===== config.mk =====
export PLATFORM = sky130hd
export DESIGN_NAME = lsu_mem_sequencer
export DESIGN_NICKNAME = d
export VERILOG_FILES = /design/src/rtl/lsu_mem_sequencer.sv
export SDC_FILE = /design/constraint.sdc
export NUM_CORES = 1
export LEC_CHECK = 0
export BUFFER_PORTS_ARGS = -buffer_cell sky130_fd_sc_hd__buf_2
export CORE_ASPECT_RATIO = 0.6
export CORE_MARGIN = 2
export CORE_UTILIZATION = 46
export CTS_CLUSTER_DIAMETER = 50
export DETAILED_ROUTE_END_ITERATION = 8
export GPL_TIMING_DRIVEN = 0
export PLACE_DENSITY = 0.68
export SYNTH_ARGS = -nofsm -noshare
export SYNTH_HDL_FRONTEND = slang
export SYNTH_SLANG_ARGS = --single-unit
export TNS_END_PERCENT = 50

===== constraint.sdc =====
create_clock -name clk -period 2.1 [get_ports clk]
set_input_delay 0 -clock clk [delete_from_list [all_inputs] [get_ports clk]]
set_output_delay 0 -clock clk [all_outputs]
set_load 0.1 [all_outputs]

===== src/rtl/lsu_mem_sequencer.sv =====
// lsu_mem_sequencer: byte-addressed RV32 load/store to word memory sequencer; define LSU_MISALIGN_TRAP_EN to trap word-crossing accesses
module lsu_mem_sequencer #(
  parameter int XLEN = 32,
  parameter int MEM_AW = 8
) (
  input  logic              clk,
  input  logic              rst_n,
  input  logic              req_valid,
  output logic              req_ready,
  input  logic              req_store,
  input  logic [2:0]        req_funct3,
  input  logic [XLEN-1:0]   req_addr,
  input  logic [XLEN-1:0]   req_wdata,
  output logic              rsp_valid,
  output logic [XLEN-1:0]   rsp_rdata,
  output logic              rsp_err,
  output logic              mem_en,
  output logic              mem_we,
  output logic [MEM_AW-1:0] mem_addr,
  output logic [3:0]        mem_wstrb,
  output logic [31:0]       mem_wdata,
  input  logic [31:0]       mem_rdata
);
  typedef enum logic [2:0] {IDLE, ACC0, ACC1, CAPT, RESP} state_t;
  state_t      state;
  logic        store_q, split_q;
  logic [2:0]  funct3_q;
  logic [1:0]  off_q;
  logic [3:0]  hi_strb_q;
  logic [31:0] hi_wdata_q, lo_q;
  logic [1:0]  size, off;
  logic [3:0]  mask;
  logic [7:0]  strb8;
  logic [63:0] data64, v64;
  logic [31:0] lo_w, hi_w, v, ext;
  logic        split, legal, reject;
  logic        unused;

  assign req_ready = state == IDLE;
  assign size = req_funct3[1:0];
  assign off = req_addr[1:0];
  assign unused = ^{req_addr[XLEN-1:MEM_AW+2], v64[63:32]};

  // Request decode: lane placement, word-crossing detection and funct3 legality
  always_comb begin
    mask = size == 2'd0 ? 4'b0001 : size == 2'd1 ? 4'b0011 : 4'b1111;
    strb8 = {4'b0000, mask} << off;
    data64 = {32'b0, req_wdata} << {off, 3'b000};
    split = (size == 2'd1 && off == 2'd3) || (size == 2'd2 && off != 2'd0);
    legal = req_store ? (!req_funct3[2] && size != 2'd3) : (size != 2'd3 && !(req_funct3[2] && size == 2'd2));
`ifdef LSU_MISALIGN_TRAP_EN
    reject = !legal || split;
`else
    reject = !legal;
`endif
  end

  // Load assembly: shift the {hi,lo} pair down by the byte offset, then extend
  always_comb begin
    lo_w = split_q ? lo_q : mem_rdata;
    hi_w = split_q ? mem_rdata : 32'b0;
    v64 = {hi_w, lo_w} >> {off_q, 3'b000};
    v = v64[31:0];
    ext = funct3_q[1] ? v :
          funct3_q[0] ? {{16{v[15] & ~funct3_q[2]}}, v[15:0]} :
                        {{24{v[7] & ~funct3_q[2]}}, v[7:0]};
  end

  // Sequencer FSM with registered memory and response outputs
  always_ff @(posedge clk) begin
    if (!rst_n) begin
      state <= IDLE;
      store_q <= 1'b0;
      split_q <= 1'b0;
      funct3_q <= 3'b0;
      off_q <= 2'b0;
      hi_strb_q <= 4'b0;
      hi_wdata_q <= 32'b0;
      lo_q <= 32'b0;
      rsp_valid <= 1'b0;
      rsp_rdata <= '0;
      rsp_err <= 1'b0;
      mem_en <= 1'b0;
      mem_we <= 1'b0;
      mem_addr <= '0;
      mem_wstrb <= 4'b0;
      mem_wdata <= 32'b0;
    end else begin
      case (state)
        IDLE: if (req_valid) begin
          store_q <= req_store;
          split_q <= split;
          funct3_q <= req_funct3;
          off_q <= off;
          hi_strb_q <= req_store ? strb8[7:4] : 4'b0;
          hi_wdata_q <= data64[63:32];
          if (reject) begin
            state <= RESP;
            rsp_valid <= 1'b1;
            rsp_err <= 1'b1;
            rsp_rdata <= '0;
          end else begin
            state <= ACC0;
            mem_en <= 1'b1;
            mem_we <= req_store;
            mem_addr <= req_addr[MEM_AW+1:2];
            mem_wstrb <= req_store ? strb8[3:0] : 4'b0;
            mem_wdata <= data64[31:0];
          end
        end
        ACC0: begin
          state <= split_q ? ACC1 : CAPT;
          mem_en <= split_q;
          mem_we <= split_q && store_q;
          mem_addr <= split_q ? mem_addr + 1'b1 : mem_addr;
          mem_wstrb <= split_q ? hi_strb_q : 4'b0;
          mem_wdata <= hi_wdata_q;
        end
        ACC1: begin
          state <= CAPT;
          lo_q <= mem_rdata;
          mem_en <= 1'b0;
          mem_we <= 1'b0;
          mem_wstrb <= 4'b0;
        end
        CAPT: begin
          state <= RESP;
          rsp_valid <= 1'b1;
          rsp_err <= 1'b0;
          rsp_rdata <= store_q ? '0 : ext;
        end
        default: begin
          state <= IDLE;
          rsp_valid <= 1'b0;
        end
      endcase
    end
  end
endmodule


==> out/qor.csv <==
stage,metric,value,unit
synthesis,ys_top_cells_by_count,"nand2_1 (176), dfxtp_1 (149), a21oi_1 (106), mux2i_1 (63), nor2_1 (63)",
cts,cts_tree,yes,
synthesis,synth_fp_nets,1023,
finish,register_area,2980,µm²
cts,ctsRootBufferMaster,clkbuf_16,
route,drt-wirelength-per-cell,20.2,µm
setup_path,slowest_delay,0.34,ns
synthesis,yosysTopAreaCell,dfxtp_1,
setup_path,critical_path.startpoint_type,flip-flop,
setup_path,worstPathMaxFanout,10,
synthesis,seq_area_frac_synth,38.1,%
synthesis,synth_top_area_share,38.1,%
power_and_ir_drop,ir_worst_vdd,585,µV
sta,worst_slack,0.00511,ns
grt,grt_pass1_wl,42300,µm
finish,fillers,1462,
synthesis,synth_seq_cells,149,
grt,grt_pass1_vias,7506,
finish,area_growth,30.9,%
route,dr.pass1.iters,6,
sta,period_share,99.8,%
cts,cts_made_buffers,17,
finish,drive_gt1_share,27.1,%
floorplan,die_area,18100,µm²
grt,grt_max_degree,17,
route,antenna_left,0,
finish,multi_input_area,4460,µm²
synthesis,yosysMostFrequentCell,nand2_1,
sta,timing.final.crit_period,2.09,ns
setup_path,critPathArrivalTime,2.44,ns
place,dpl.hpwl,21100,µm
cts,cts.path.max_buffers,2,
synthesis,synth_area,7840,µm²
power_and_ir_drop,p_leak,3.97,nW
cts,cts_sinks,149,
route,vias,8177,
route,routed_wl,28400,µm
floorplan,initial_utilization,47.7,%
worst_hold_path,hold_class,input port to flip-flop,
flow_run,maxCapViolations,0,
synthesis,ys.flop_type,dfxtp_1,
place,pre_cts_ws,-0.0594,ns
synthesis,synth_cell_type_count,67,
sta,relSlewSlack,47.8,%
sta,drv_slew,0,
finish,antenna_cells,0,
floorplan,dieHeight,105,µm
sta,finalHoldViolations,0,
sta,worst_pin_slew,0.781,ns
sta,finalSetupViolCount,0,
grt,grt_use_total,30.9,%
power_and_ir_drop,p_per_area,891,nW/µm²
synthesis,async_reset_ff_share,0,%
floorplan,boundaryPins,184,
grt,overflow,0,
floorplan,core-area,16400,µm²
sta,max_freq,0.477,GHz
cts,path_clk_slew,0.06,ns
power_and_ir_drop,fin_total_pwr,0.00913,W
synthesis,yosysWarnings,0,
route,viasPerCell,5.81,
cts,cts_htree_levels,4,
finish,fin_nets,1271,
route,route.detailed.drc,0,
setup_path,endpoint_kind,flip-flop,
sta,rsz0062_at_grt,true,
run_status,status,"finished, final reports clean",
place,place_congestion,0.994,
synthesis,synth-edff-count,0,
place,io_buffers,158,
setup_path,slowest_stage,or3b_1,
floorplan,dieWidth,172,µm
synthesis,synth_cells,919,
setup_path,path_cells,"buf_6, or3b_1, buf_2, buf_6, buf_2, o211ai_1, o211ai_1, a21oi_1",
sta,fin_worst_skew,0.0109,ns
route,drtIter0Drc,956,
grt,grt_antenna_before_repair,0,
synthesis,syn_area_per_cell,8.53,µm²
floorplan,rows,36,
synthesis,synth.area.top_cells,"dfxtp_1 (38%), nand2_1 (8.4%), mux2i_1 (8.0%)",
setup_path,required,2.45,ns
setup_path,crit_type,flip-flop to flip-flop,
cts,clk_latency,0.43,ns
==> cells in the final DEF (no fill, tap or decap), types with 5 or more instances in the layout <==
master	instances
nand2_1	176
buf_2	175
dfxtp_1	149
a21oi_1	105
dlygate4sd3_1	68
nor2_1	63
mux2i_1	63
clkbuf_1	40
mux2_2	39
nor3_1	32
nand3_1	32
o211ai_1	31
clkbuf_16	17
o21ai_0	10
o21ai_1	10
buf_6	9
o221a_2	9
a211oi_1	9
buf_4	8
o2111ai_1	8
a311oi_2	8
clkbuf_2	7
o22a_1	7
mux4_2	7
a221oi_1	6
and2_1	5
clkinvlp_4	5
==> metrics by stage <==
step,hold slack (ns),utilization (%),std cells,TNS [ns],cell area (µm²)
6_report,0.0489,62.4,1407,0,10300
4_1_cts,0.0267,62.0,1404,0,10200
5_1_grt,0.0512,62.4,1407,-0.0245,10300
2_1_floorplan,0.133,-,919,0,7840
3_5_place_dp,0.262,54.2,1305,-1.06,8910
3_3_place_gp,0.253,54.2,1305,-0.487,8910
==> worst paths after layout <==
check / startpoint / slack, ns / end / cells after the start
worst min register to register: rsp_rdata[25] / 0.45 / rsp_rdata[25] / 2
worst min-delay path: req_funct3[1] / 0.05 / funct3_q[1] / 3
worst max-delay path: state[0] / 0.005 / mem_wdata[16] / 8
worst max register to register: state[0] / 0.005 / mem_wdata[16] / 8
==> cell families (layout without fill, tap and decap cells) <==
family | count (synthesis) | in the layout | share of synthesized area (%)
flip-flops | 149 | 149 | 38.1
adder cells (fa/ha/maj) | 1 | 1 | 0.160
AND/OR/NAND/NOR | 335 | 335 | 19.2
multiplexers | 110 | 110 | 15.8
buffers and inverters | 87 | 347 | 5.57
AO/OA/AOI/OAI | 237 | 237 | 21.2
==> critical path: cells and delay by family, from the launching register on <==
kind	cells	cell delay, ns
buf+inv	4	0.73
compound gates	3	0.60
simple gates	1	0.34
flops	1	0.33
==> report_power, final <==
group,internal [W],switching [W]
Combinational,0.000823,0.00208
Clock,0.00179,0.00129
Sequential,0.00302,0.000129
Total,0.00563,0.00350
==> what timing repair did <==
item | 4_1_cts | 5_1_grt
resized for setup | 3 | 15
hold endpoints to repair | 71 | 0
endpoints found under the setup margin | 41 | 54
setup buffers | 0 | 3
pin swaps | 0 | 3
hold buffers | 68 | 0
==> metal layers <==
metal / part of all wire, % / global-route usage [%]
met4: 1.4 / 5.82
met1: 47 / 47.5
met3: 15 / 13.4
met5: 0 / 0
met2: 37 / 39.0
==> area by class of cell <==
type                    count  share of cell area (%)
multi-input cells         683                    43.5
flip-flops and latches    149                    29.1
repair buffers            229                    14.6
clock buffers              18                    4.28
plain buffers              82                    4.14
well taps                 228                    2.78
clock inverters            13                    1.46
inverters                   5                   0.195
==> registers in the layout, indices dropped and copies added (netlist names), 4 cells and up <==
register,flops
rsp_rdata,32
hi_wdata_q,24
mem_wdata,32
mem_wstrb,4
mem_addr,8
lo_q,32
(Power assumes the default switching activity.)
